[src/rtl/inexrecur_sched.sv]
// Depth-first task scheduler for inexact recursive suffix-array search: a LIFO of call tuples feeds an execution unit.
// Latency: start -> first issue 1 cycle; issue handshake -> WAIT 1 cycle; last beat -> next issue 1 cycle; hit reported 1 cycle after its beat.
// Backpressure: iss_valid/iss_ready holds the stack top stable until accepted; rsp_ready is high only in WAIT, which may last indefinitely.
//
// Ports:
//   clk, rst_n              clock, asynchronous active-low reset
//   start, seed_*           launch a search with the root tuple (ignored unless idle)
//   iss_valid/ready, iss_*  task issue to the execution unit (stack top)
//   rsp_valid/ready, rsp_*  response beats: child push, hit report, last beat of the task
//   hit_valid, hit_k/l      one-cycle hit report
//   busy, done, err_ovf     status; err_ovf is sticky until the next accepted start
//   level                   stack occupancy
// Optional: define INEXRECUR_HIT_CNT_EN to add the 16-bit saturating hit_cnt output.

module inexrecur_sched #(
    parameter int IW    = 8,
    parameter int ZW    = 8,
    parameter int KW    = 8,
    parameter int DEPTH = 16,
    localparam int AW   = $clog2(DEPTH),
    localparam int LW   = $clog2(DEPTH) + 1
) (
    input  logic          clk,
    input  logic          rst_n,
    input  logic          start,
    input  logic [IW-1:0] seed_i,
    input  logic [ZW-1:0] seed_z,
    input  logic [KW-1:0] seed_k,
    input  logic [KW-1:0] seed_l,
    output logic          iss_valid,
    input  logic          iss_ready,
    output logic [IW-1:0] iss_i,
    output logic [ZW-1:0] iss_z,
    output logic [KW-1:0] iss_k,
    output logic [KW-1:0] iss_l,
    input  logic          rsp_valid,
    output logic          rsp_ready,
    input  logic          rsp_child,
    input  logic          rsp_hit,
    input  logic          rsp_last,
    input  logic [IW-1:0] rsp_i,
    input  logic [ZW-1:0] rsp_z,
    input  logic [KW-1:0] rsp_k,
    input  logic [KW-1:0] rsp_l,
    output logic          hit_valid,
    output logic [KW-1:0] hit_k,
    output logic [KW-1:0] hit_l,
    output logic          busy,
    output logic          done,
    output logic          err_ovf,
    output logic [LW-1:0] level
`ifdef INEXRECUR_HIT_CNT_EN
    ,
    output logic [15:0]   hit_cnt
`endif
);

    typedef enum logic [1:0] {
        IDLE  = 2'd0,
        ISSUE = 2'd1,
        WAIT  = 2'd2,
        FIN   = 2'd3
    } state_t;

    typedef struct packed {
        logic [IW-1:0] i;
        logic [ZW-1:0] z;
        logic [KW-1:0] k;
        logic [KW-1:0] l;
    } tup_t;

    tup_t          stack_mem [DEPTH];

    state_t        state_q, state_d;
    logic [LW-1:0] sp_q, sp_d;
    logic          err_ovf_q, err_ovf_d;
    logic          hit_valid_q, hit_valid_d;
    logic [KW-1:0] hit_k_q, hit_k_d;
    logic [KW-1:0] hit_l_q, hit_l_d;

    logic          push_en;
    logic [AW-1:0] push_addr;
    tup_t          push_dat;
    logic [AW-1:0] top_idx;
    tup_t          top_dat;
    logic          start_acc;

    // sp_q counts entries, so the top lives one below it; at sp_q == DEPTH
    // the low bits are zero and the subtraction lands on DEPTH-1 as intended.
    assign top_idx   = sp_q[AW-1:0] - AW'(1);
    assign top_dat   = stack_mem[top_idx];
    assign start_acc = (state_q == IDLE) && start;

    always_comb begin
        state_d     = state_q;
        sp_d        = sp_q;
        err_ovf_d   = err_ovf_q;
        hit_valid_d = 1'b0;
        hit_k_d     = hit_k_q;
        hit_l_d     = hit_l_q;
        push_en     = 1'b0;
        push_addr   = sp_q[AW-1:0];
        push_dat    = {rsp_i, rsp_z, rsp_k, rsp_l};

        case (state_q)
            IDLE: begin
                if (start) begin
                    // Stack is always empty here, so the seed goes to slot 0.
                    push_en   = 1'b1;
                    push_addr = '0;
                    push_dat  = {seed_i, seed_z, seed_k, seed_l};
                    sp_d      = LW'(1);
                    err_ovf_d = 1'b0;
                    state_d   = ISSUE;
                end
            end
            ISSUE: begin
                if (sp_q == '0) begin
                    state_d = FIN;
                end else if (iss_ready) begin
                    sp_d    = sp_q - LW'(1);
                    state_d = WAIT;
                end
            end
            WAIT: begin
                if (rsp_valid) begin
                    if (rsp_child) begin
                        // A full stack drops the child rather than wrapping.
                        if (sp_q == LW'(DEPTH)) begin
                            err_ovf_d = 1'b1;
                        end else begin
                            push_en = 1'b1;
                            sp_d    = sp_q + LW'(1);
                        end
                    end
                    if (rsp_hit) begin
                        hit_valid_d = 1'b1;
                        hit_k_d     = rsp_k;
                        hit_l_d     = rsp_l;
                    end
                    if (rsp_last) begin
                        state_d = ISSUE;
                    end
                end
            end
            FIN: begin
                state_d = IDLE;
            end
            default: begin
                state_d = IDLE;
            end
        endcase
    end

    always_ff @(posedge clk or negedge rst_n) begin
        if (!rst_n) begin
            state_q     <= IDLE;
            sp_q        <= '0;
            err_ovf_q   <= 1'b0;
            hit_valid_q <= 1'b0;
            hit_k_q     <= '0;
            hit_l_q     <= '0;
        end else begin
            state_q     <= state_d;
            sp_q        <= sp_d;
            err_ovf_q   <= err_ovf_d;
            hit_valid_q <= hit_valid_d;
            hit_k_q     <= hit_k_d;
            hit_l_q     <= hit_l_d;
        end
    end

    // Storage is not reset; the pointer alone defines which entries are live.
    always_ff @(posedge clk) begin
        if (push_en) begin
            stack_mem[push_addr] <= push_dat;
        end
    end

`ifdef INEXRECUR_HIT_CNT_EN
    logic [15:0] hit_cnt_q, hit_cnt_d;

    always_comb begin
        hit_cnt_d = hit_cnt_q;
        if (start_acc) begin
            hit_cnt_d = '0;
        end else if (hit_valid_q && (hit_cnt_q != 16'hFFFF)) begin
            hit_cnt_d = hit_cnt_q + 16'd1;
        end
    end

    always_ff @(posedge clk or negedge rst_n) begin
        if (!rst_n) begin
            hit_cnt_q <= '0;
        end else begin
            hit_cnt_q <= hit_cnt_d;
        end
    end

    assign hit_cnt = hit_cnt_q;
`endif

    // Issue payload is gated so it reads zero whenever no task is offered
    // (including during reset, when the stack storage may hold anything).
    assign iss_valid = (state_q == ISSUE) && (sp_q != '0);
    assign iss_i     = iss_valid ? top_dat.i : '0;
    assign iss_z     = iss_valid ? top_dat.z : '0;
    assign iss_k     = iss_valid ? top_dat.k : '0;
    assign iss_l     = iss_valid ? top_dat.l : '0;
    assign rsp_ready = (state_q == WAIT);
    assign busy      = (state_q == ISSUE) || (state_q == WAIT);
    assign done      = (state_q == FIN);
    assign err_ovf   = err_ovf_q;
    assign hit_valid = hit_valid_q;
    assign hit_k     = hit_k_q;
    assign hit_l     = hit_l_q;
    assign level     = sp_q;

endmodule

[config.mk]
export PLATFORM = sky130hd
export DESIGN_NAME = inexrecur_sched
export DESIGN_NICKNAME = d
export VERILOG_FILES = /design/src/rtl/inexrecur_sched.sv
export SDC_FILE = /design/constraint.sdc
export NUM_CORES = 1
export LEC_CHECK = 0
export BUFFER_PORTS_ARGS = -buffer_cell sky130_fd_sc_hd__buf_2
export CAP_MARGIN = 20
export CELL_PAD_IN_SITES_DETAIL_PLACEMENT = 1
export CELL_PAD_IN_SITES_GLOBAL_PLACEMENT = 1
export CORE_MARGIN = 2
export CORE_UTILIZATION = 45
export DETAILED_ROUTE_END_ITERATION = 16
export HOLD_SLACK_MARGIN = 0.08
export PLACE_DENSITY_LB_ADDON = 0.12
export SLEW_MARGIN = 10
export SYNTH_ARGS = -nofsm -noshare
export SYNTH_HDL_FRONTEND = slang
export SYNTH_SLANG_ARGS = --single-unit
[constraint.sdc]
create_clock -name clk -period 11.6 [get_ports clk]
set_clock_uncertainty 0.15 [all_clocks]
set_input_delay 0 -clock clk [delete_from_list [all_inputs] [get_ports clk]]
set_output_delay 0 -clock clk [all_outputs]
set_load 0.1 [all_outputs]
==> results.yml <==
die:
  fp.dieArea_sq_um: 48700
  ios: 131
  core_area_sq_um: 46500
  die_height_microns: 221
  initial_utilization: 0.455
  die_w_microns: 221
  placement_rows: 79
clock_network:
  ctsLongestPathBuffers: 3
  cts-root-buf: "clkbuf_16"
  cts_sinks: 537
  post_cts_buffers: 0
  cts.htree.levels: 2
  cts_tree: "yes"
  cts.clk_slew.worst_paths_ps: 60
  numCtsBuffers: 57
  clock_latency_ps: 590
worst_setup_path:
  startpoint_type: "register"
  crit_type: "register to primary output"
  crit_chain: "inv_1, ha_4, buf_4, mux4_2, a22oi_1, a21oi_1, buf_2"
  critPathCaptureType: "primary output"
  rr_startpoint: "level[0]"
  cp.arrival_ps: 5030
  crit_fanout: 72
  required_ps: 11450
  startpoint: "level[0]"
  r2r_end: "stack_mem[13][14]"
  cpPeakStageDelay_ps: 970
  ff2ff_setup_slack_ps: 7560
  ff2ff_path_depth: 7
  slowest_stage: "ha_4"
global_route:
  grtUsageTotal: 0.223
  grt_antenna_before_repair: 0
  grt_first_pass_wirelength_microns: 76700
  grt_pass1_vias: 11667
  grt_max_degree: 73
  overflow: 0
sta:
  max_freq_mhz: 193
  rsz0062_at_grt: "no"
  fin_setup_tns_ps: 0
  finalSetupViolCount: 0
  period_needed_ps: 5180
  fin_crit_sh: 0.447
  final_max_slew_viol_count: 0
  hold_viol_final: 0
  maxSlewHeadroom: 0.283
  max_slew.worst_pin.slew_ps: 1080
synthesis:
  ys.flop_type: "edfxtp_1"
  synthesis.nets: 1046
  synth_cell_types: 41
  async_reset_ff_frac: 0.0466
  netlist_area_sq_um: 21100
  synth_cells: 963
  ys_seq_area_frac: 0.757
  ys.warnings.count: 0
  synth-seq-cells: 537
  avgSynthCellArea_sq_um: 21.9
  synth_edf_count: 512
layout:
  fin_util: 0.548
  layout.nets: 1321
  regArea_sq_um: 16000
  fillers: 4061
  area_growth_pct: 20.4
  n_antenna_cell: 0
  fin_area_sq_um: 25400
  drive_gt1_frac: 0.358
  multi_input_area_sq_um: 4910
power:
  leakage_nw: 8.45
  irDropWorstVdd_v: 0.000222
  power.density_nw_per_um2: 281
drt:
  drt-initial-drc-count: 895
  wirelength_microns: 52500
  vias_per_cell: 5.68
  ant_nets: 0
  drt_first_pass_iters: 5
  num_vias: 10760
  drc: 0
  wl_per_cell_microns: 27.7
placed_design:
  place_hpwl_microns: 25800
  placed_area_sq_um: 22600
  globalplace.congestion: 0.697
  port_buffers: 130
hold_path:
  min_path_type: "input port to register"
  hold_depth: 4
  hold_start: "start"
  hold_end: "err_ovf"
run_status:
  status: "completed"
flow_run:
  cap_violations: 0
[timing repair]
action	4_1_cts	5_1_grt
gates resized for setup	0	0
setup endpoints to repair	0	0
hold endpoints to repair	562	0
hold buffers	110	0
[cell usage in the layout, fill, tap and decap left out, types with 2 or more instances in the layout]
cell type	synthesis	final
edfxtp_1	512	512
buf_2	16	130
mux4_2	128	128
dlygate4sd3_1	0	109
clkbuf_16	0	59
mux2_2	48	48
a22oi_1	48	48
a21oi_1	38	38
buf_4	6	27
dfrtp_1	25	24
clkinv_2	0	18
a22oi_2	16	16
clkinv_1	0	14
nor2_4	0	12
nand2_1	13	11
inv_1	10	10
clkbuf_1	17	10
ha_1	10	9
o21ai_0	8	7
nand3_1	6	6
nor2_1	16	4
nor3_2	0	3
nand4_1	3	3
a21o_1	3	3
bufinv_16	0	3
nand2_2	0	2
nor2b_1	2	2
o31ai_1	2	2
xnor2_1	2	2
a31oi_1	2	2
clkinvlp_4	0	2
[flip-flops by register name, summed over array words and instances (netlist names)]
| signal | count |
|---|---|
| hit_l | 8 |
| hit_k | 8 |
| stack_mem | 512 |
| level | 5 |
| state_q | 2 |
| hit_valid | 1 |
| err_ovf | 1 |
[kinds of logic (layout without fill, tap and decap cells)]
group                    Yosys count  in the layout  share of synthesized area
flip-flops                       537            537                      0.757
buffers and inverters             61            384                     0.0171
AO/OA/AOI/OAI                    127            127                     0.0453
adder cells (fa/ha/maj)           11             11                    0.00687
multiplexers                     177            177                      0.162
AND/OR/NAND/NOR                   47             47                    0.00995
XOR/XNOR                           3              3                    0.00124
[worst max-delay path, delay by kind of cell (launching register included)]
| kind | cells | cell delay, ps |
|---|---|---|
| flops | 1 | 850 |
| buf+inv | 3 | 1690 |
| compound gates | 2 | 460 |
| mux | 1 | 380 |
| fa+ha+maj | 1 | 970 |
[cells in the mapped netlist, drive strengths merged, types with 3 or more instances]
cell type  count  share of area
a21o           3         0.0011
a21oi         39         0.0094
a22oi         64          0.027
buf           34          0.012
clkbuf        17         0.0030
dfrtp         25          0.030
edfxtp       512           0.73
ha            10         0.0059
inv           10         0.0018
mux2          48          0.026
mux4         128           0.14
nand2         13         0.0023
nand3          6         0.0014
nand4          3        0.00089
nor2          17         0.0031
nor3           3        0.00071
o21ai          9         0.0021
[through the flow]
step / instances / power, mW / hold slack, ps / setup WS (ps)
after floorplan: 963 / 4.77 / -446 / 6280
after global placement: 1676 / 5.35 / -41.9 / 6990
after detailed placement: 1676 / 5.39 / -36.0 / 6950
after CTS: 1893 / 7.21 / 117 / 6310
after global routing: 1893 / 7.43 / 219 / 6100
final: 1893 / 7.14 / 55.3 / 6420
[where the power goes]
part / total, mW / internal (mW) / switching, mW
Combinational: 3.03 / 0.963 / 2.07
Sequential: 2.38 / 2.30 / 0.0816
Clock: 1.73 / 0.990 / 0.736
Total: 7.14 / 4.25 / 2.88
[metal layers]
layer | global-route usage | share of wire
met1 | 0.302 | 0.43
met4 | 0.0553 | 0.019
met5 | 0 | 0
met3 | 0.0360 | 0.048
met2 | 0.379 | 0.50
[worst max-delay path by stage]
stage	endpoint	cells past startpoint
floorplan	stack_mem[3][0]	9
CTS	iss_l[1]	7
global placement	iss_l[2]	7
finish	iss_l[1]	7
global route	iss_l[1]	7
detailed placement	iss_l[1]	7
[area by class of cell]
cell class	count	area share
clock buffers	69	0.0595
clock inverters	38	0.0101
well taps	607	0.0299
repair buffers	267	0.0772
inverters	10	0.00148
flip-flops and latches	537	0.629
multi-input cells	365	0.193
No activity file was read; power rests on OpenSTA's default activity.
